### src/rtl/btn_updown_counter_pkg.sv
// btn_counter_pkg: shared conditioner state encoding and counter sizing helper
package btn_counter_pkg;
  typedef enum logic [1:0] {IDLE = 2'd0, HOLD = 2'd1, REPEAT = 2'd2} cond_state_t;
  function automatic int clog2(input int v);
    int r;
    for (r = 0; (1 << r) < v; r++) begin end
    return r;
  endfunction
endpackage

### src/rtl/btn_updown_counter_if.sv
// btn_updown_counter_if: counter bus; master drives load/load_val/wrap_en, slave returns count/at_max/at_min/ovf_pulse/unf_pulse
interface btn_updown_counter_if #(parameter int WIDTH = 4);
  logic load;
  logic [WIDTH-1:0] load_val;
  logic wrap_en;
  logic [WIDTH-1:0] count;
  logic at_max;
  logic at_min;
  logic ovf_pulse;
  logic unf_pulse;
  modport master(output load, load_val, wrap_en, input count, at_max, at_min, ovf_pulse, unf_pulse);
  modport slave(input load, load_val, wrap_en, output count, at_max, at_min, ovf_pulse, unf_pulse);
endinterface

### src/rtl/btn_updown_counter_conditioner.sv
// btn_conditioner: raw button -> 2-flop sync, debounce, press/hold/auto-repeat step pulse (ports: clk_out, rst, btn in; step out)
module btn_conditioner
  import btn_counter_pkg::*;
#(
  parameter int DEBOUNCE_CYCLES = 4,
  parameter int REPEAT_DELAY    = 8,
  parameter int REPEAT_PERIOD   = 4
) (
  input  logic clk_out,
  input  logic rst,
  input  logic btn,
  output logic step
);
  localparam int DW = clog2(DEBOUNCE_CYCLES + 1);
  localparam int RW = clog2((REPEAT_DELAY > REPEAT_PERIOD ? REPEAT_DELAY : REPEAT_PERIOD) + 1);
  logic [1:0] sync;
  logic deb;
  logic [DW-1:0] dcnt;
  cond_state_t state, state_nx;
  logic [RW-1:0] rcnt, rcnt_nx;
  logic step_nx;
  always_ff @(posedge clk_out) begin
    if (rst) begin
      sync <= '0;
      deb  <= 1'b0;
      dcnt <= '0;
    end else begin
      sync <= {sync[0], btn};
      if (sync[1] == deb) dcnt <= '0;
      else if (dcnt == DW'(DEBOUNCE_CYCLES - 1)) begin
        deb  <= ~deb;
        dcnt <= '0;
      end else dcnt <= dcnt + 1'b1;
    end
  end
  always_ff @(posedge clk_out) begin
    if (rst) begin
      state <= IDLE;
      rcnt  <= '0;
      step  <= 1'b0;
    end else begin
      state <= state_nx;
      rcnt  <= rcnt_nx;
      step  <= step_nx;
    end
  end
  always_comb begin
    state_nx = state;
    rcnt_nx  = rcnt + 1'b1;
    step_nx  = 1'b0;
    case (state)
      IDLE: begin
        rcnt_nx = '0;
        if (deb) begin
          state_nx = HOLD;
          step_nx  = 1'b1;
        end
      end
      HOLD:
        if (!deb) state_nx = IDLE;
        else if (REPEAT_DELAY != 0 && rcnt == RW'(REPEAT_DELAY - 1)) begin
          state_nx = REPEAT;
          step_nx  = 1'b1;
          rcnt_nx  = '0;
        end
      REPEAT:
        if (!deb) state_nx = IDLE;
        else if (rcnt == RW'(REPEAT_PERIOD - 1)) begin
          step_nx = 1'b1;
          rcnt_nx = '0;
        end
      default: state_nx = IDLE;
    endcase
  end
endmodule

### src/rtl/btn_updown_counter.sv
// btn_updown_counter: button-driven up/down counter with load, wrap/saturate, ovf/unf pulses (ports: clk_out, rst, btn_up, btn_dn, bus slave)
module btn_updown_counter
  import btn_counter_pkg::*;
#(
  parameter int WIDTH           = 4,
  parameter int MAX_VAL         = 2 ** WIDTH - 1,
  parameter int DEBOUNCE_CYCLES = 4,
  parameter int REPEAT_DELAY    = 8,
  parameter int REPEAT_PERIOD   = 4
) (
  input  logic clk_out,
  input  logic rst,
  input  logic btn_up,
  input  logic btn_dn,
  btn_updown_counter_if.slave bus
);
  localparam logic [WIDTH-1:0] MAX = WIDTH'(MAX_VAL);
  logic up, dn, ovf_nx, unf_nx;
  logic [WIDTH-1:0] count_nx;
  btn_conditioner #(.DEBOUNCE_CYCLES(DEBOUNCE_CYCLES), .REPEAT_DELAY(REPEAT_DELAY), .REPEAT_PERIOD(REPEAT_PERIOD))
    u_up (.clk_out(clk_out), .rst(rst), .btn(btn_up), .step(up));
  btn_conditioner #(.DEBOUNCE_CYCLES(DEBOUNCE_CYCLES), .REPEAT_DELAY(REPEAT_DELAY), .REPEAT_PERIOD(REPEAT_PERIOD))
    u_dn (.clk_out(clk_out), .rst(rst), .btn(btn_dn), .step(dn));
  always_comb begin
    ovf_nx   = !bus.load && up && !dn && bus.count == MAX;
    unf_nx   = !bus.load && dn && !up && bus.count == '0;
    count_nx = bus.load ? (bus.load_val > MAX ? MAX : bus.load_val)
             : (up && !dn) ? (bus.count == MAX ? (bus.wrap_en ? '0 : MAX) : bus.count + 1'b1)
             : (dn && !up) ? (bus.count == '0 ? (bus.wrap_en ? MAX : '0) : bus.count - 1'b1)
             : bus.count;
  end
  always_ff @(posedge clk_out) begin
    if (rst) begin
      bus.count     <= '0;
      bus.ovf_pulse <= 1'b0;
      bus.unf_pulse <= 1'b0;
    end else begin
      bus.count     <= count_nx;
      bus.ovf_pulse <= ovf_nx;
      bus.unf_pulse <= unf_nx;
    end
  end
  assign bus.at_max = bus.count == MAX;
  assign bus.at_min = bus.count == '0;
endmodule
### src/flat_wrapper.sv
// flat-port wrapper written by rule: the top's interface ports become plain ports
module btn_updown_counter_flat import btn_counter_pkg::*;
#(
  parameter int WIDTH           = 4,
  parameter int MAX_VAL         = 2 ** WIDTH - 1,
  parameter int DEBOUNCE_CYCLES = 4,
  parameter int REPEAT_DELAY    = 8,
  parameter int REPEAT_PERIOD   = 4
)
  (clk_out, rst, btn_up, btn_dn, bus_load, bus_load_val, bus_wrap_en, bus_count, bus_at_max, bus_at_min, bus_ovf_pulse, bus_unf_pulse);
  btn_updown_counter_if #(.WIDTH(WIDTH)) bus_i ();
  input  logic clk_out;
  input  logic rst;
  input  logic btn_up;
  input  logic btn_dn;
  input wire logic [$bits(bus_i.load)-1:0] bus_load;
  input wire logic [$bits(bus_i.load_val)-1:0] bus_load_val;
  input wire logic [$bits(bus_i.wrap_en)-1:0] bus_wrap_en;
  output wire logic [$bits(bus_i.count)-1:0] bus_count;
  output wire logic [$bits(bus_i.at_max)-1:0] bus_at_max;
  output wire logic [$bits(bus_i.at_min)-1:0] bus_at_min;
  output wire logic [$bits(bus_i.ovf_pulse)-1:0] bus_ovf_pulse;
  output wire logic [$bits(bus_i.unf_pulse)-1:0] bus_unf_pulse;
  assign bus_i.load = bus_load;
  assign bus_i.load_val = bus_load_val;
  assign bus_i.wrap_en = bus_wrap_en;
  assign bus_count = bus_i.count;
  assign bus_at_max = bus_i.at_max;
  assign bus_at_min = bus_i.at_min;
  assign bus_ovf_pulse = bus_i.ovf_pulse;
  assign bus_unf_pulse = bus_i.unf_pulse;
  btn_updown_counter #(.WIDTH(WIDTH), .MAX_VAL(MAX_VAL), .DEBOUNCE_CYCLES(DEBOUNCE_CYCLES), .REPEAT_DELAY(REPEAT_DELAY), .REPEAT_PERIOD(REPEAT_PERIOD)) u_core (.clk_out(clk_out), .rst(rst), .btn_up(btn_up), .btn_dn(btn_dn), .bus(bus_i));
endmodule
### config.mk
export PLATFORM = sky130hd
export DESIGN_NAME = btn_updown_counter_flat
export DESIGN_NICKNAME = d
export VERILOG_FILES = /design/src/rtl/btn_updown_counter_pkg.sv /design/src/rtl/btn_updown_counter_if.sv /design/src/rtl/btn_updown_counter_conditioner.sv /design/src/rtl/btn_updown_counter.sv /design/src/flat_wrapper.sv
export SDC_FILE = /design/constraint.sdc
export NUM_CORES = 1
export LEC_CHECK = 0
export ABC_AREA = 1
export CORE_MARGIN = 2
export CORE_UTILIZATION = 44
export CTS_CLUSTER_DIAMETER = 120
export DETAILED_ROUTE_END_ITERATION = 6
export HOLD_SLACK_MARGIN = 0.05
export PLACE_DENSITY = 0.7
export SLEW_MARGIN = 40
export SYNTH_ARGS = -nofsm -noshare
export SYNTH_HDL_FRONTEND = slang
export SYNTH_SLANG_ARGS = --single-unit
### constraint.sdc
create_clock -name clk_out -period 1.6 [get_ports clk_out]
set_clock_uncertainty 0.1 [all_clocks]
set_input_delay 0.32 -clock clk_out [delete_from_list [all_inputs] [get_ports clk_out]]
set_output_delay 0.32 -clock clk_out [all_outputs]
set_load 0.05 [all_outputs]
# Word level (Yosys, flattened, before mapping)
# Index checks and enable logic that the tools add are counted.
# op_classes
bitwise,4
n_addsub,6
reduce_logical,21
eq_ne,19
n_lt_le_gt_ge,1
n_mux,40
# ops
cell,count
two-way mux 4 bit,16
one-hot mux 4 bit (3 select lines),2
two-way mux 2 bit,8
"adder 4 x 1 -> 4 bit, second input constant",3
one-hot mux 2 bit (3 select lines),2
two-way mux 1 bit,10
"== test 4 x 2 -> 1 bit, second input constant",2
"== test 4 x 3 -> 1 bit, second input constant",2
logical AND 1 bit,8
"!= test 2 bit, second input constant",4
"adder 3 x 1 -> 3 bit, second input constant",2
"== test 3 x 2 -> 1 bit, second input constant",2
"!= test 3 bit, second input constant",2
one-hot mux 1 bit (3 select lines),2
AND reduction 3 bit,2
OR reduction 3 bit,2
"== test 2 x 1 -> 1 bit, second input constant",2
"== test 2 bit, second input constant",2
"== test 4 bit, second input constant",1
"greater-than comparator 4 bit, second input constant",1
logical NOT 2 bit,2
logical NOT 4 bit,1
inverter 1 bit,4
AND reduction 2 bit,2
4 further kinds,7
# totals
regBits,32
out_inout_bits,8
inputBits,10

# Depth between registers and ports, before layout
# logic_depth
word_depth,5
ltp_mapped,9
mapped_depth_nobuf,9

# By module
# From an unflattened synthesis, not the netlist that was laid out.
# hier_totals
hier_cells,261
area_unflattened_um2,1878.1
# by_module_without_submodules
mod,area_per_inst_um2,instances,cells_per_inst,seq_area_each_um2
btn_conditioner at u_core.u_up,670.6,1,84,260.2
btn_conditioner at u_core.u_dn,664.4,1,87,260.2
btn_updown_counter,543.0,1,90,120.1

# Least setup slack after synthesis
# No wires, ideal clock.
# synth_timing
path_type,flip-flop to output port
from,register u_core.bus.count[1]
to,output bus_at_max
arrival_ns,1.469
slack_ns,-0.289
path_stages_with_launch,4
path_buffers,0
path_cell_list,dfxtp_1 ha_1 nand3_2 inv_1
# synth_via
elab_chain_len,1
# synth_rtl
item,line,text
"start, declared",btn_updown_counter_if.sv:12,"modport slave(input load, load_val, wrap_en, output count, at_max, at_min, ovf_pulse, unf_pulse);"
"start signal, assigned",btn_updown_counter.sv:38,bus.count <= count_nx;
== test 4 bit,btn_updown_counter.sv:43,assign bus.at_max = bus.count == MAX;
"end, declared",flat_wrapper.sv:20,output wire logic [$bits(bus_i.at_max)-1:0] bus_at_max;
# No other way between the ends.

# Final worst setup path
# layout_timing
from,register u_core.bus.count[0]
to,output bus_at_max
# The elaborated chain is that of the path after synthesis.

==> results.cfg <==
[placement]
gp_congestion = 0.834
dp_hpwl_um = 2380
port_buffers = 17

[floorplanning]
pin_count = 18
initial_core_util_pct = 45.9
dieArea_um2 = 4330
die_y_um = 65.8
coreArea_um2 = 3660
fp.dieW_um = 65.8
rows = 22

[timing]
final-max-slew-violation-count = 0
timing.final.crit_share_pct = 98.7
slew_headroom_pct = 78.9
max_freq_mhz = 634
hold_violations = 0
setup_viol = 0
finalCriticalPeriod_ns = 1.58
rsz0062_at_grt = yes
tightestPinTransition_ns = 0.313

[routing]
drtIter0Drc = 85
wl_per_cell_um = 10.5
wl_um = 3290
dr.pass1.iters = 4
vias_per_cell = 4.80
antenna_left = 0
vias = 1513
drcViolationCount = 0

[finish]
fin_util_pct = 60.9
nets = 294
mostFrequentLayoutCell = nand2_1
drive_gt1_share_pct = 19.9
n_fill_cell = 312
area_delta_synth_final_pct = 32.6
diodes = 0
layout_common_cells = nand2_1 (39), inv_1 (38), dfxtp_1 (28)

[cts]
root_buffer = clkbuf_8
htreeDepth = 2
cts.reportedPaths.clkPinSlew_ns = 0.07
cts_sinks = 32
cts_buffers = 5
cts_tree = done
clock_path_buffers = 2
insertion_delay_ns = 0.28

[synth]
yosys.area_share.xor_xnor_pct = 0.521
syn_inst = 232
synth.avg_cell_area_um2 = 7.24
seq_area_frac_synth_pct = 38.1
synth_compound_area_share_pct = 13.6
synth_area_leader_cell = dfxtp_1
ys_ff_latch = 32
muxShareOfSynthArea_pct = 0
synth_top_family_by_area = simple AND/OR/NAND/NOR gates
synth_nets = 260
synthSimpleGateAreaFrac_pct = 23.8
yosysWarnings = 0
synthDominantCellAreaShare_pct = 38.1
syn_area_um2 = 1680
synth_cell_types = 21
synth-adder-area-share_pct = 13.4
synth_area_leaders = dfxtp_1 (38%), ha_1 (13%), inv_1 (9.4%)

[worst_setup_path]
critPathMaxFanout = 4
worst_path_max_delay_cell = dfxtp_4
critPathArrivalTime_ns = 1.16
worstSetupStartpointType = register
cp-end-kind = primary output
crit_chain = ha_4, nand3_4, clkinvlp_4, buf_12
crit_type = register to primary output
rrSetupSlack_ns = 0.13
cp_slowest_stage_delay_ns = 0.37
cp.required_ns = 1.18

[pwr]
leakagePower_nw = 1.02
p_per_area_nw_per_um2 = 1090
power_mw = 2.43
ir_drop_mv = 0.790

[global_route]
grt_first_pass_wirelength_um = 5540
grt_pass1_vias = 1300
overflow = 0
antenna_found_initial = 0
grt_max_degree = 12
grtUsageTotal_pct = 17.0

[hold_path]
worstHoldPathType = register to register

[status]
status = complete, no violations

[run]
max_cap_viol_count = 0
-- routing by layer --
layer  wire length [µm]  GRT usage [%]
met1               1470           20.0
met2               1650           28.3
met3                120           5.62
met4                 53           7.03
met5                  0              0
-- layout make-up --
type	count	area (µm²)	area share, %
multi-input cells	154	911	40.9
flip-flops and latches	32	651	29.2
repair buffers	31	355	15.9
inverters	42	164	7.36
clock buffers	5	68.8	3.09
well taps	48	60.1	2.70
clock inverters	3	18.8	0.842
-- per-stage QoR --
stage	hold slack, ns	area (µm²)	setup slack, ns	TNS (ns)	instances
finish	0.303	2230	0.0215	0	315
global route	0.319	2230	-0.0286	-0.0340	315
CTS	0.303	2190	0.00730	0	312
global placement	0.291	2050	0.0623	0	302
detailed placement	0.293	2050	0.0376	0	302
floorplan	0.288	1690	0.0305	0	232
-- cell families after synthesis --
logic type | count (synthesis)
buffers and inverters | 46
AOI/OAI and AO/OA | 42
adders and majority gates | 18
and+or+nand+nor | 93
xor gates and xnor gates | 1
DFF | 32
-- state kept, by name, indices dropped and copies added, names as in the netlist --
signal,cells
u_core.u_up.dcnt,3
u_core.u_up.state,2
u_core.u_up.deb,1
u_core.u_dn.deb,1
u_core.u_dn.state,2
u_core.u_up.step,1
u_core.u_dn.dcnt,3
u_core.u_up.rcnt,4
u_core.bus.ovf_pulse,1
u_core.bus.unf_pulse,1
u_core.u_dn.step,1
u_core.u_up.sync,2
u_core.u_dn.rcnt,4
u_core.bus.count,4
u_core.u_dn.sync,2
-- Yosys cell counts --
cell type,instances
o211ai_1,4
nand2_1,40
xor2_1,1
nor2_2,2
nor3_1,2
a21oi_2,1
ha_1,18
nand3_1,16
a21oi_1,19
o21ai_0,15
dfxtp_1,32
nor2_1,26
o21ai_1,2
nand4_1,2
and3_1,1
buf_2,4
inv_1,42
or2_4,1
nand3_2,1
o21ai_2,1
or2_2,2
-- timing repair --
item / CTS / global route
hold buffers: 0 / 0
endpoints found under the hold margin: 0 / 0
buffers inserted: 2 / 3
resized for setup: 9 / 7
endpoints found under the setup margin: 2 / 4
pin swaps: 1 / 2
-- worst paths after layout --
| kind | start | to | depth (start not counted) |
|---|---|---|---|
| max | u_core.bus.count[0] | bus_at_max | 4 |
| min reg2reg | u_core.u_dn.sync[0] | u_core.u_dn.sync[1] | 2 |
| max reg2reg | u_core.u_up.state[0] | u_core.u_up.rcnt[0] | 6 |
| min | u_core.u_dn.sync[0] | u_core.u_dn.sync[1] | 2 |
-- worst max-delay path: cells and delay by family, from the launching register on --
kind	cells	cell delay, ns
flip-flops	1	0.37
buffers and inverters	2	0.25
adder cells (fa/ha/maj)	1	0.17
AND/OR/NAND/NOR	1	0.09
-- power by group --
| group | internal [mW] | switching (mW) |
|---|---|---|
| clock network | 0.302 | 0.298 |
| logic | 0.353 | 0.503 |
| registers | 0.895 | 0.0839 |
(Power assumes the default switching activity.)
